--- config.mk ---
export PLATFORM = sky130hd
export DESIGN_NAME = signal_conflict_monitor_flat
export DESIGN_NICKNAME = d
export VERILOG_FILES = /design/src/rtl/traffic_pkg.sv /design/src/rtl/signal_conflict_monitor_if.sv /design/src/rtl/lamp_rule_check.sv /design/src/rtl/signal_conflict_monitor.sv /design/src/flat_wrapper.sv
export SDC_FILE = /design/constraint.sdc
export NUM_CORES = 1
export LEC_CHECK = 0
export BUFFER_PORTS_ARGS = -buffer_cell sky130_fd_sc_hd__buf_4
export CORE_MARGIN = 3
export CORE_UTILIZATION = 50
export DETAILED_ROUTE_END_ITERATION = 10
export GPL_TIMING_DRIVEN = 1
export MAX_ROUTING_LAYER = met4
export PLACE_DENSITY = 0.72
export REMOVE_ABC_BUFFERS = 1
export SKIP_CTS_REPAIR_TIMING = 1
export SLEW_MARGIN = 10
export SYNTH_ARGS = -nofsm -noshare
export SYNTH_HDL_FRONTEND = slang
export SYNTH_SLANG_ARGS = --single-unit
export TNS_END_PERCENT = 20
--- constraint.sdc ---
create_clock -name clk -period 2.1 [get_ports clk]
set_input_delay 0.42 -clock clk [delete_from_list [all_inputs] [get_ports clk]]
set_output_delay 0.42 -clock clk [all_outputs]
set_load 0.01 [all_outputs]
--- src/rtl/traffic_pkg.sv ---
// Shared definitions for the traffic-light safety slice.
// Holds the monitor state encodings, lamp bit positions within the 12-bit
// lamp vector {R1,Y1,G1,R2,Y2,G2,R3,Y3,G3,R4,Y4,G4}, the all-red pattern and
// the fault_code bit positions.
package traffic_pkg;

   typedef enum logic [1:0] {
      CLEAR_RED = 2'd0,
      PASS      = 2'd1,
      FLASH     = 2'd2
   } mon_state_e;

   localparam int unsigned R1_IDX = 11;
   localparam int unsigned Y1_IDX = 10;
   localparam int unsigned G1_IDX = 9;
   localparam int unsigned R2_IDX = 8;
   localparam int unsigned Y2_IDX = 7;
   localparam int unsigned G2_IDX = 6;
   localparam int unsigned R3_IDX = 5;
   localparam int unsigned Y3_IDX = 4;
   localparam int unsigned G3_IDX = 3;
   localparam int unsigned R4_IDX = 2;
   localparam int unsigned Y4_IDX = 1;
   localparam int unsigned G4_IDX = 0;

   localparam logic [11:0] ALL_RED = 12'b100_100_100_100;

   localparam int unsigned FC_ONEHOT_BIT   = 0;
   localparam int unsigned FC_CONFLICT_BIT = 1;

   // Fail-safe lamp image: every red follows the flash phase, Y/G dark.
   function automatic logic [11:0] flash_pattern(input logic phase);
      return phase ? ALL_RED : '0;
   endfunction

endpackage

--- src/rtl/signal_conflict_monitor_if.sv ---
// Lamp bus between the light controller (master) and the conflict monitor
// (slave).
//   lamp_in    : commanded lamps from the controller
//   fault_clr  : operator clear request
//   lamp_out   : physical lamp drive from the monitor
//   fault      : latched fault flag
//   fault_code : {conflict, onehot_err} captured at fault confirmation
//   mon_state  : monitor state (0 CLEAR_RED, 1 PASS, 2 FLASH)
interface signal_conflict_monitor_if;

   logic [11:0] lamp_in;
   logic        fault_clr;
   logic [11:0] lamp_out;
   logic        fault;
   logic [1:0]  fault_code;
   logic [1:0]  mon_state;

   modport master (
      output lamp_in, fault_clr,
      input  lamp_out, fault, fault_code, mon_state
   );

   modport slave (
      input  lamp_in, fault_clr,
      output lamp_out, fault, fault_code, mon_state
   );

endinterface

--- src/rtl/lamp_rule_check.sv ---
// Purely combinational legality check of a 12-bit lamp command.
//   lamp_in    : commanded lamps
//   onehot_err : some approach does not show exactly one of R/Y/G
//   conflict   : a movement on approaches 1/2 overlaps one on 3/4
//   viol       : onehot_err | conflict
module lamp_rule_check
   import traffic_pkg::*;
(
   input  logic [11:0] lamp_in,
   output logic        onehot_err,
   output logic        conflict,
   output logic        viol
);

   logic go_12;
   logic go_34;

   always_comb begin
      onehot_err = 1'b0;
      for (int unsigned a = 0; a < 4; a++) begin
         if ($countones(lamp_in[3*a +: 3]) != 1) begin
            onehot_err = 1'b1;
         end
      end
   end

   assign go_12 = lamp_in[Y1_IDX] | lamp_in[G1_IDX] | lamp_in[Y2_IDX] | lamp_in[G2_IDX];
   assign go_34 = lamp_in[Y3_IDX] | lamp_in[G3_IDX] | lamp_in[Y4_IDX] | lamp_in[G4_IDX];

   assign conflict = go_12 & go_34;
   assign viol     = onehot_err | conflict;

endmodule

--- src/rtl/signal_conflict_monitor.sv ---
// Safety stage between the traffic light controller and the lamp drivers.
// Legal lamp commands pass through with one register of latency; a violation
// lasting FILT_CYCLES consecutive cycles latches a fault and forces
// flashing-red until an operator clear arrives with a legal command. Every
// start-up and recovery begins with ALL_RED_CYCLES of all-red clearance.
//   clk, reset : clock, asynchronous active-high reset
//   mon        : slave side of the lamp bus (see signal_conflict_monitor_if)
module signal_conflict_monitor
   import traffic_pkg::*;
#(
   parameter int unsigned FILT_CYCLES    = 2,
   parameter int unsigned FLASH_HALF     = 4,
   parameter int unsigned ALL_RED_CYCLES = 3
)(
   input  logic                     clk,
   input  logic                     reset,
   signal_conflict_monitor_if.slave mon
);

   localparam int unsigned VW = $clog2(FILT_CYCLES + 1);
   localparam int unsigned FW = $clog2(FLASH_HALF + 1);
   localparam int unsigned CW = $clog2(ALL_RED_CYCLES + 1);

   localparam logic [VW-1:0] VIOL_MAX   = VW'(FILT_CYCLES);
   localparam logic [VW-1:0] VIOL_LAST  = VW'(FILT_CYCLES - 1);
   localparam logic [FW-1:0] FLASH_LAST = FW'(FLASH_HALF - 1);
   localparam logic [CW-1:0] CLR_LAST   = CW'(ALL_RED_CYCLES - 1);

   mon_state_e    state_q, state_d;
   logic [VW-1:0] viol_cnt_q, viol_cnt_d;
   logic [CW-1:0] clr_cnt_q, clr_cnt_d;
   logic [FW-1:0] flash_cnt_q, flash_cnt_d;
   logic          phase_q, phase_d;
   logic [11:0]   lamp_q, lamp_d;
   logic          fault_q, fault_d;
   logic [1:0]    code_q, code_d;

   logic onehot_err, conflict, viol, confirm;

   lamp_rule_check u_rule (
      .lamp_in    (mon.lamp_in),
      .onehot_err (onehot_err),
      .conflict   (conflict),
      .viol       (viol)
   );

   // viol_cnt counts earlier violating cycles, so the current one is the
   // FILT_CYCLES-th when the count has reached FILT_CYCLES-1.
   assign confirm = viol && (viol_cnt_q >= VIOL_LAST) && (state_q != FLASH);

   always_comb begin
      if (!viol) begin
         viol_cnt_d = '0;
      end else if (viol_cnt_q == VIOL_MAX) begin
         viol_cnt_d = viol_cnt_q;
      end else begin
         viol_cnt_d = viol_cnt_q + 1'b1;
      end
   end

   always_comb begin
      state_d     = state_q;
      clr_cnt_d   = clr_cnt_q;
      flash_cnt_d = flash_cnt_q;
      phase_d     = phase_q;
      lamp_d      = lamp_q;
      fault_d     = fault_q;
      code_d      = code_q;

      case (state_q)
         CLEAR_RED: begin
            // Lamps stay all-red on the exit edge; pass-through starts next.
            lamp_d = ALL_RED;
            if (clr_cnt_q == CLR_LAST) begin
               state_d   = PASS;
               clr_cnt_d = '0;
               fault_d   = 1'b0;
               code_d    = '0;
            end else begin
               clr_cnt_d = clr_cnt_q + 1'b1;
            end
         end
         PASS: begin
            if (!viol) begin
               lamp_d = mon.lamp_in;
            end
         end
         FLASH: begin
            if (mon.fault_clr && !viol) begin
               state_d   = CLEAR_RED;
               clr_cnt_d = '0;
               lamp_d    = ALL_RED;
            end else begin
               if (flash_cnt_q == FLASH_LAST) begin
                  flash_cnt_d = '0;
                  phase_d     = ~phase_q;
               end else begin
                  flash_cnt_d = flash_cnt_q + 1'b1;
               end
               lamp_d = flash_pattern(phase_d);
            end
         end
         default: begin
            state_d = CLEAR_RED;
            lamp_d  = ALL_RED;
         end
      endcase

      // Confirmation overrides both pass-through and clearance exit.
      if (confirm) begin
         state_d                 = FLASH;
         fault_d                 = 1'b1;
         code_d[FC_CONFLICT_BIT] = conflict;
         code_d[FC_ONEHOT_BIT]   = onehot_err;
         flash_cnt_d             = '0;
         phase_d                 = 1'b1;
         clr_cnt_d               = '0;
         lamp_d                  = flash_pattern(1'b1);
      end
   end

   always_ff @(posedge clk or posedge reset) begin
      if (reset) begin
         state_q     <= CLEAR_RED;
         viol_cnt_q  <= '0;
         clr_cnt_q   <= '0;
         flash_cnt_q <= '0;
         phase_q     <= 1'b1;
         lamp_q      <= ALL_RED;
         fault_q     <= 1'b0;
         code_q      <= '0;
      end else begin
         state_q     <= state_d;
         viol_cnt_q  <= viol_cnt_d;
         clr_cnt_q   <= clr_cnt_d;
         flash_cnt_q <= flash_cnt_d;
         phase_q     <= phase_d;
         lamp_q      <= lamp_d;
         fault_q     <= fault_d;
         code_q      <= code_d;
      end
   end

   assign mon.lamp_out   = lamp_q;
   assign mon.fault      = fault_q;
   assign mon.fault_code = code_q;
   assign mon.mon_state  = state_q;

endmodule

--- src/flat_wrapper.sv ---
// flat-port wrapper written by rule: the top's interface ports become plain ports
module signal_conflict_monitor_flat import traffic_pkg::*;
#(
   parameter int unsigned FILT_CYCLES    = 2,
   parameter int unsigned FLASH_HALF     = 4,
   parameter int unsigned ALL_RED_CYCLES = 3
)
  (clk, reset, mon_lamp_in, mon_fault_clr, mon_lamp_out, mon_fault, mon_fault_code, mon_mon_state);
  signal_conflict_monitor_if mon_i ();
  input  logic clk;
  input  logic reset;
  input wire logic [$bits(mon_i.lamp_in)-1:0] mon_lamp_in;
  input wire logic [$bits(mon_i.fault_clr)-1:0] mon_fault_clr;
  output wire logic [$bits(mon_i.lamp_out)-1:0] mon_lamp_out;
  output wire logic [$bits(mon_i.fault)-1:0] mon_fault;
  output wire logic [$bits(mon_i.fault_code)-1:0] mon_fault_code;
  output wire logic [$bits(mon_i.mon_state)-1:0] mon_mon_state;
  assign mon_i.lamp_in = mon_lamp_in;
  assign mon_i.fault_clr = mon_fault_clr;
  assign mon_lamp_out = mon_i.lamp_out;
  assign mon_fault = mon_i.fault;
  assign mon_fault_code = mon_i.fault_code;
  assign mon_mon_state = mon_i.mon_state;
  signal_conflict_monitor #(.FILT_CYCLES(FILT_CYCLES), .FLASH_HALF(FLASH_HALF), .ALL_RED_CYCLES(ALL_RED_CYCLES)) u_core (.clk(clk), .reset(reset), .mon(mon_i));
endmodule
==> results.json, run 1 <==
{
  "ys_async_sr_fraction_pct": 100.0,
  "period_minus_slack_ns": 2.078,
  "report.final.slew_viol_count": 0,
  "numCtsBuffers": 3,
  "drive_above_1_share_pct": 35.64,
  "final_util_pct": 69.08,
  "fin_tns_setup_ns": 0,
  "clk_latency_ns": 0.32,
  "ios": 32,
  "mappedNetlistArea_sq_mm": 0.001526,
  "fin_hold_ws_ns": 0.1230,
  "synth_seq_cells": 25,
  "clkTransAtPathRegs_ns": 0.14,
  "routedWlPerCell_um": 15.29,
  "die_x_um": 61.26,
  "yosysUniqueCellTypes": 38,
  "max_freq_mhz": 481.3,
  "initial_utilization_pct": 53.96,
  "reg2reg_depth": 6,
  "avgSynthCellArea_sq_um": 9.785,
  "outcome": "completed",
  "die_area_sq_mm": 0.003752,
  "portBuffers": 31,
  "worstPathRequired_ns": 2.35,
  "diodes": 0,
  "r2r-start": "u_core.viol_cnt_q[0]$_DFFE_PP0P_",
  "post-dp-hpwl_um": 2781,
  "antenna_found_initial": 0,
  "power_mw": 1.966,
  "root_buffer": "clkbuf_4",
  "core_sq_mm": 0.002829,
  "row_count": 19,
  "worstSetupPathType": "in -> reg",
  "cap_violations": 0,
  "vias_per_cell": 5.751,
  "die_h_um": 61.26,
  "drt_pass1_iterations": 4,
  "endpoint": "u_core.phase_q$_DFFE_PP1P_",
  "antenna_left": 0,
  "grt_pass1_wl_um": 5733,
  "finalCritPeriodShare_pct": 98.95,
  "syn-instance-count": 156,
  "cp-startpoint": "mon_lamp_in[0]",
  "cp-end-kind": "register",
  "hold_path.class": "in -> async",
  "drc": 0,
  "final_nets": 231,
  "cp_max_fo": 8,
  "ys_warn_count": 0,
  "drt_iter0_markers": 91,
  "fin_skew_ns": 0.003152,
  "grt_pass1_vias": 1345,
  "p_leak_nw": 0.9121,
  "drt_wl_total_um": 3562,
  "yosys_most_used_dff": "dfrtp_1",
  "syn_to_final_growth_pct": 28.03,
  "worstSetupStartpointType": "primary input",
  "groute.usage.overall_pct": 21.20,
  "pre_cts_ws_ns": -0.4427,
  "cts_tree": "built",
  "vias": 1340,
  "slew_headroom_pct": 60.78,
  "worstMarginPinSlew_ns": 0.5883,
  "synth_seq_area_share_pct": 41.39,
  "hold_viol_final": 0,
  "power_density_mw_per_mm2": 1006,
  "rrSetupSlack_ns": 0.29,
  "ir_drop_mv": 0.3769,
  "rsz0062_at_grt": "false",
  "clkSinkCount": 25,
  "setup_viol": 0,
  "setup_slack_ns": 0.02213,
  "gp_congestion": 0.8277,
  "synth_edf_count": 0,
  "r2r-end": "u_core.phase_q$_DFFE_PP1P_",
  "grt_max_degree": 26,
  "grt.overflow.total": 0,
  "htreeDepth": 1,
  "crit_arrival_ns": 2.33,
  "cts.path.max_buffers": 2
}
==> logic make-up (layout without fill, tap and decap cells) <==
kind of cell               Yosys count  count (layout)  synth area share (%)
muxes                                2               2                 1.312
buffers and inverters               24              69                 6.311
adders and majority gates           13              13                 12.62
DFF                                 25              25                 41.39
xor gates and xnor gates             2               2                 1.148
and+or+nand+nor                     52              52                 18.61
AOI/OAI and AO/OA                   38              39                 18.61
==> through the flow <==
| stage | cells | instance area, sq um |
|---|---|---|
| after floorplan | 150 | 1498 |
| after global routing | 233 | 1954 |
| final | 233 | 1954 |
| after detailed placement | 227 | 1882 |
| after CTS | 231 | 1909 |
| after global placement | 227 | 1882 |
==> layout make-up <==
class	count	area (sq um)
Inverter	18	67.56
Clock inverter	1	5.005
Sequential cell	25	631.9
Multi-Input combinational cell	108	832.0
Timing Repair Buffer	47	356.6
Fill cell	214	874.6
Clock buffer	3	22.52
Tap cell	31	38.79
==> power breakdown <==
| part | leakage [nW] | internal [mW] | switching (mW) |
|---|---|---|---|
| Clock | 0.0177 | 0.0715 | 0.153 |
| Combinational | 0.584 | 0.441 | 0.584 |
| Sequential | 0.311 | 0.627 | 0.0909 |
==> synth_stat cells (4+ instances only) <==
library cell,n,area [sq um]
nor2_1,5,18.77
nand3_1,19,95.09
nand2_1,13,48.80
inv_1,18,67.56
ha_1,9,112.6
a21boi_1,7,52.55
dfstp_2,5,131.4
o32ai_1,4,35.03
dfrtp_1,20,500.5
a21oi_1,10,50.05
fa_1,4,80.08
nor2b_1,4,25.02
==> per-layer routing <==
metal | up-vias | routed length, um | track usage (%) | share of wire [%]
met5 | - | 0 | - | 0
met4 | 0 | 36 | 8.050 | 1.0
met3 | 6 | 151 | 2.516 | 4.2
met2 | 44 | 1866 | 36.86 | 52
met1 | 649 | 1507 | 24.87 | 42
li1 | 641 | - | - | -
==> placed cells by master, fill, tap and decap left out, types with 5 or more instances in the layout <==
master and instances:
a21boi_1 7, a21oi_1 9, buf_4 46, dfrtp_1 20, dfstp_2 5, ha_1 8
inv_1 18, nand2_1 13, nand3_1 19, nor2_1 5
==> registers in the layout, indices dropped and copies added (netlist names) <==
| register | flops |
|---|---|
| u_core.clr_cnt_q | 2 |
| u_core.flash_cnt_q | 3 |
| u_core.mon.fault | 1 |
| u_core.mon.fault_code | 2 |
| u_core.mon.lamp_out | 12 |
| u_core.mon.mon_state | 2 |
| u_core.phase_q | 1 |
| u_core.viol_cnt_q | 2 |
==> how the worst min path moves through the flow <==
stage,startpoint,endpoint,cells after the start
after CTS,reset,u_core.mon.lamp_out[7]$_DFFE_PP0P_,3
after global routing,reset,u_core.mon.lamp_out[7]$_DFFE_PP0P_,3
after global placement,u_core.mon.fault$_DFFE_PP0P_,u_core.mon.fault$_DFFE_PP0P_,2
after detailed placement,u_core.mon.fault$_DFFE_PP0P_,u_core.mon.fault$_DFFE_PP0P_,2
final,reset,u_core.mon.lamp_out[7]$_DFFE_PP0P_,3
after floorplan,reset,u_core.clr_cnt_q[0]$_DFFE_PP0P_,1
==> worst max-delay path: stages <==
cell and delay [ns]:
buf_4 0.12, ha_1 0.29, ha_1 0.19, ha_2 0.17, nor3b_2 0.30, o2111a_2 0.38
nor2_1 0.14, a211oi_1 0.25, a31oi_1 0.07
(Power assumes the default switching activity.)
==> run 2, diff against run 1 <==
--- a/config.mk
+++ b/config.mk
@@ -5,7 +5,7 @@
 export SDC_FILE = /design/constraint.sdc
 export NUM_CORES = 1
 export LEC_CHECK = 0
-export BUFFER_PORTS_ARGS = -buffer_cell sky130_fd_sc_hd__buf_4
+export BUFFER_PORTS_ARGS = -buffer_cell sky130_fd_sc_hd__buf_2
 export CORE_MARGIN = 3
 export CORE_UTILIZATION = 50
 export DETAILED_ROUTE_END_ITERATION = 10
==> run 2 against run 1 <==
Critical path depth fell by 1. Fmax rose by 2.9%. Hold slack got worse by 0.014 ns. Clock power fell by 2%. Register-to-register slack improved by 0.04 ns. Cell area fell by 4.8%. Power fell by 2.3%. Worst setup slack improved by 0.058 ns. Critical path type unchanged.
==> results.json, run 2 (synthesized netlist as in run 1, its figures left out) <==
{
  "outcome": "completed",
  "grt_max_degree": 26,
  "final_common_cell": "buf_2",
  "numCtsBuffers": 3,
  "power_density_mw_per_mm2": 1032,
  "cts_tree": "built",
  "vias_per_cell": 5.622,
  "drive_above_1_share_pct": 34.16,
  "cp-startpoint": "mon_lamp_in[0]",
  "die_x_um": 61.26,
  "initial_utilization_pct": 53.96,
  "hold_viol_final": 0,
  "worstPathRequired_ns": 2.32,
  "largest_reg_flops": 12,
  "vias": 1310,
  "power_mw": 1.920,
  "grt_pass1_wl_um": 5823,
  "drt_wl_total_um": 3570,
  "clkSinkCount": 25,
  "cpMostUsedCell": "ha_1",
  "grt_pass1_vias": 1339,
  "setup_slack_ns": 0.08010,
  "slew_headroom_pct": 61.22,
  "cap_violations": 0,
  "die_h_um": 61.26,
  "rsz0062_at_grt": "false",
  "worstSetupStartpointType": "primary input",
  "drt_iter0_markers": 85,
  "period_minus_slack_ns": 2.020,
  "post-dp-hpwl_um": 2741,
  "pre_cts_ws_ns": -0.4106,
  "layout_common_cells": "buf_2 (31), dfrtp_1 (20), nand3_1 (19)",
  "finalCritPeriodShare_pct": 96.19,
  "drt_pass1_iterations": 4,
  "max_freq_mhz": 495.1,
  "portBuffers": 31,
  "core_sq_mm": 0.002829,
  "root_buffer": "clkbuf_4",
  "cp_slowest_cell": "o2111a_2",
  "worstSetupPathType": "in -> reg",
  "clk_latency_ns": 0.33,
  "slowest_delay_ns": 0.35,
  "antenna_found_initial": 0,
  "groute.usage.overall_pct": 21.58,
  "clkTransAtPathRegs_ns": 0.14,
  "multi_input_area_sq_um": 813.3,
  "die_area_sq_mm": 0.003752,
  "report.final.slew_viol_count": 0,
  "diodes": 0,
  "final_nets": 231,
  "cts.path.max_buffers": 2,
  "gp_congestion": 0.8495,
  "ir_drop_mv": 0.4483,
  "htreeDepth": 1,
  "grt.overflow.total": 0,
  "routedWlPerCell_um": 15.32,
  "cp-end-kind": "register",
  "fin_skew_ns": 0.008881,
  "row_count": 19,
  "cp_max_fo": 9,
  "r2r-start": "u_core.viol_cnt_q[0]$_DFFE_PP0P_",
  "worstMarginPinSlew_ns": 0.5817,
  "seqCellArea_sq_um": 631.9,
  "drc": 0,
  "fill_cells": 247,
  "setup_viol": 0,
  "antenna_left": 0,
  "p_leak_nw": 0.8879,
  "path_cells": "buf_2 > ha_1 > ha_1 > ha_1 > nor3b_2 > o2111a_2 > a21boi_4 > o41ai_2",
  "crit_arrival_ns": 2.24,
  "ios": 32,
  "syn_to_final_growth_pct": 21.88,
  "hold_path.class": "in -> async"
}
-- run 2: area by class of cell --
class	count	share of cell area [%]
well taps	31	2.085
repair buffers	48	15.20
inverters	18	3.631
flip-flops and latches	25	33.96
clock buffers	4	1.412
multi-input cells	107	43.71
-- run 2: worst paths after layout --
kind | endpoint | slack [ns] | cells past startpoint
max | u_core.mon.mon_state[0]$_DFFE_PP0P_ | 0.08 | 8
max in group asynchronous | u_core.phase_q$_DFFE_PP1P_ | 1.69 | 3
min in group clk | u_core.mon.lamp_out[5]$_DFFE_PP1P_ | 0.30 | 3
min reg2reg | u_core.mon.fault$_DFFE_PP0P_ | 0.50 | 2
max reg2reg | u_core.phase_q$_DFFE_PP1P_ | 0.33 | 6
min | u_core.mon.lamp_out[0]$_DFFE_PP0P_ | 0.11 | 3
-- run 2: power breakdown --
| group | switching, mW | internal [mW] | total (mW) |
|---|---|---|---|
| registers | 0.0956 | 0.627 | 0.722 |
| logic | 0.577 | 0.402 | 0.980 |
| clock network | 0.144 | 0.0745 | 0.219 |
-- run 2: worst max-delay path, delay by kind of cell --
kind,cells,cell delay [ns]
buf+inv,1,0.11
simple gates,1,0.23
fa+ha+maj,3,0.65
compound gates,3,0.82
-- run 2: through the flow --
| stage | util [%] | std cells | setup TNS, ns | hold WS, ns | area, sq um |
|---|---|---|---|---|---|
| finish | 65.77 | 233 | 0 | 0.1092 | 1861 |
| global route | 65.77 | 233 | 0 | 0.1296 | 1861 |
| CTS | 64.97 | 232 | -0.02266 | 0.1155 | 1838 |
| detailed placement | 64.04 | 228 | -7.164 | 0.4768 | 1812 |
| global placement | 64.04 | 228 | -4.891 | 0.4634 | 1812 |
| floorplan | - | 150 | -1.591 | 0.4436 | 1498 |
-- run 2: layer usage --
metal	part of all wire (%)	routed length (um)	global-route usage, %	vias up
li1	-	-	-	640
met1	43	1519	25.33	636
met2	53	1891	38.22	31
met3	3.5	126	2.516	3
met4	0.90	32	6.811	0
met5	0	0	-	-
==> run 3, diff against run 2 <==
--- a/config.mk
+++ b/config.mk
@@ -5,13 +5,14 @@
 export SDC_FILE = /design/constraint.sdc
 export NUM_CORES = 1
 export LEC_CHECK = 0
+export ABC_AREA = 1
 export BUFFER_PORTS_ARGS = -buffer_cell sky130_fd_sc_hd__buf_2
 export CORE_MARGIN = 3
-export CORE_UTILIZATION = 50
+export CORE_UTILIZATION = 54
 export DETAILED_ROUTE_END_ITERATION = 10
 export GPL_TIMING_DRIVEN = 1
 export MAX_ROUTING_LAYER = met4
-export PLACE_DENSITY = 0.72
+export PLACE_DENSITY = 0.77
 export REMOVE_ABC_BUFFERS = 1
 export SKIP_CTS_REPAIR_TIMING = 1
 export SLEW_MARGIN = 10
==> run 3 against run 2 <==
Utilization grew 4.2 points. First-iteration DRC count shrank 34%. Highest routed layer unchanged. Via count grew 2.9%. Cell area shrank 2.6%. Worst setup slack gained 0.13 ns.
==> results.json, run 3 <==
{
  "clkSinkCount": 25,
  "crit_arrival_ns": 2.14,
  "grtUsageMet3_pct": 4.139,
  "pre_cts_ws_ns": -0.1243,
  "cpMostUsedCell": "ha_1",
  "drt_pass1_iterations": 4,
  "yosys-top-cells-count": "nand2_1 (57), inv_1 (30), dfrtp_1 (20)",
  "worstMarginPinSlew_ns": 0.5737,
  "post-dp-hpwl_um": 2687,
  "clk_latency_ns": 0.32,
  "path_cells": "buf_2 > ha_1 > ha_1 > ha_1 > nor2_1 > nand2_1 > nor2_4 > nand3_4 > nand2_4 > nand2_1 > a21oi_1",
  "max_freq_mhz": 528.8,
  "cts_tree": "built",
  "post-synth-top-count-cell": "nand2_1",
  "cap_violations": 0,
  "worstSetupStartpointType": "primary input",
  "slowest_delay_ns": 0.29,
  "final_nets": 259,
  "period_minus_slack_ns": 1.891,
  "hold_path.class": "in -> async",
  "core_sq_mm": 0.002590,
  "drive_above_1_share_pct": 25.65,
  "rsz0062_at_grt": "false",
  "ys_async_sr_fraction_pct": 100.0,
  "gp_congestion": 0.8413,
  "antenna_left": 0,
  "yosys_most_used_dff": "dfrtp_1",
  "ir_drop_mv": 1.024,
  "cp_slowest_cell": "ha_1",
  "slew_headroom_pct": 61.71,
  "cp_max_fo": 8,
  "portBuffers": 31,
  "synth_seq_cells": 25,
  "fill_cells": 217,
  "rrSetupSlack_ns": 0.42,
  "die_x_um": 59.52,
  "grt_pass1_wl_um": 5782,
  "worstPathRequired_ns": 2.35,
  "initial_utilization_pct": 59.71,
  "routedWlPerCell_um": 12.43,
  "worstSetupPathType": "in -> reg",
  "mappedNetlistArea_sq_mm": 0.001546,
  "grt.overflow.total": 0,
  "report.final.slew_viol_count": 0,
  "diodes": 0,
  "r2r-end": "u_core.mon.fault_code[0]$_DFFE_PP0P_",
  "drt_iter0_markers": 56,
  "grt_use_met1_pct": 26.42,
  "synth_area_leaders": "dfrtp_1 (32%), nand2_1 (14%), dfstp_2 (8.5%)",
  "grtUsageMet2_pct": 37.13,
  "placed_cells": 256,
  "finalCritPeriodShare_pct": 90.06,
  "power_density_mw_per_mm2": 1152,
  "cpLargestDelayFamily": "simple AND/OR/NAND/NOR gates",
  "numCtsBuffers": 3,
  "largest_reg_flops": 12,
  "root_buffer": "clkbuf_4",
  "setup_viol": 0,
  "reg2reg_depth": 6,
  "fin_skew_ns": 0.001191,
  "row_count": 18,
  "antenna_found_initial": 0,
  "drc": 0,
  "grt_max_degree": 17,
  "p_leak_nw": 0.9788,
  "power_mw": 2.087,
  "cp-end-kind": "register",
  "syn-instance-count": 189,
  "grt_pass1_vias": 1339,
  "yosysUniqueCellTypes": 26,
  "ys_warn_count": 0,
  "die_area_sq_mm": 0.003542,
  "vias_per_cell": 5.185,
  "htreeDepth": 1,
  "synth_seq_area_share_pct": 40.86,
  "synth_area_leader_cell": "dfrtp_1",
  "r2r-start": "u_core.mon.mon_state[0]$_DFFE_PP0P_",
  "cts.path.max_buffers": 2,
  "layout_common_cells": "nand2_1 (57), buf_2 (31), inv_1 (30)",
  "vias": 1348,
  "avgSynthCellArea_sq_um": 8.182,
  "syn_to_final_growth_pct": 17.15,
  "final_common_cell": "nand2_1",
  "fin_cells": 260,
  "netlist.area_leader.share_pct": 32.36,
  "busiest_layer": "met2",
  "crit_buf_inv": 1,
  "fin_hold_ws_ns": 0.1287,
  "synth_edf_count": 0,
  "die_h_um": 59.52,
  "hold_viol_final": 0,
  "outcome": "completed",
  "drt_wl_total_um": 3232,
  "setup_slack_ns": 0.2088,
  "groute.usage.overall_pct": 22.07,
  "ios": 32,
  "clkTransAtPathRegs_ns": 0.13
}
run 3: routing by layer:
layer  part of all wire (%)  up-vias
li1                       -      674
met1                     45      634
met2                     49       31
met3                    4.3        9
met4                    2.3        0
met5                      0        -
run 3: cell families (layout without fill, tap and decap cells):
| logic type | Yosys count | in the layout | synth area share (%) |
|---|---|---|---|
| AOI/OAI and AO/OA | 27 | 27 | 9.143 |
| xor gates and xnor gates | 1 | 1 | 0.5664 |
| adders and majority gates | 13 | 13 | 12.46 |
| buffers and inverters | 31 | 72 | 7.767 |
| DFF | 25 | 25 | 40.86 |
| and+or+nand+nor | 92 | 92 | 29.21 |
run 3: worst register-to-register path, delay by kind of cell (launching register included):
| family | cells | cell delay, ns |
|---|---|---|
| DFF | 1 | 0.42 |
| buffers and inverters | 2 | 0.26 |
| AOI/OAI and AO/OA | 1 | 0.20 |
| adders and majority gates | 1 | 0.28 |
| and+or+nand+nor | 2 | 0.43 |
run 3: metrics by stage:
stage | instance area (sq um) | TNS [ns] | util, %
after floorplan | 1539 | 0 | -
after global placement | 1784 | -0.4917 | 68.89
after detailed placement | 1784 | -1.838 | 68.89
after CTS | 1812 | 0 | 69.95
after global routing | 1812 | 0 | 69.95
final | 1812 | 0 | 69.95
run 3: how the worst max path moves through the flow:
stage,slack [ns],from,cells past startpoint,end
after detailed placement,-0.12,mon_lamp_in[0],11,u_core.mon.lamp_out[10]$_DFFE_PP0P_
after CTS,0.22,mon_lamp_in[0],11,u_core.mon.lamp_out[4]$_DFFE_PP0P_
after floorplan,0.15,mon_lamp_in[0],10,u_core.mon.lamp_out[0]$_DFFE_PP0P_
after global routing,0.10,mon_lamp_in[0],11,u_core.mon.lamp_out[9]$_DFFE_PP0P_
after global placement,-0.05,mon_lamp_in[0],11,u_core.mon.lamp_out[10]$_DFFE_PP0P_
final,0.21,mon_lamp_in[0],11,u_core.mon.lamp_out[9]$_DFFE_PP0P_
run 3: cell type report:
type | instances | area [sq um] | share of cell area [%]
Clock buffer | 3 | 22.52 | 1.243
Tap cell | 30 | 37.54 | 2.072
Clock inverter | 1 | 5.005 | 0.2762
Multi-Input combinational cell | 133 | 794.5 | 43.85
Inverter | 30 | 112.6 | 6.215
Timing Repair Buffer | 38 | 207.7 | 11.46
Sequential cell | 25 | 631.9 | 34.88
run 3: where the power goes:
part | internal (mW) | total (mW) | switching (mW)
Clock | 0.0714 | 0.215 | 0.144
Combinational | 0.429 | 1.12 | 0.696
Sequential | 0.658 | 0.747 | 0.0898
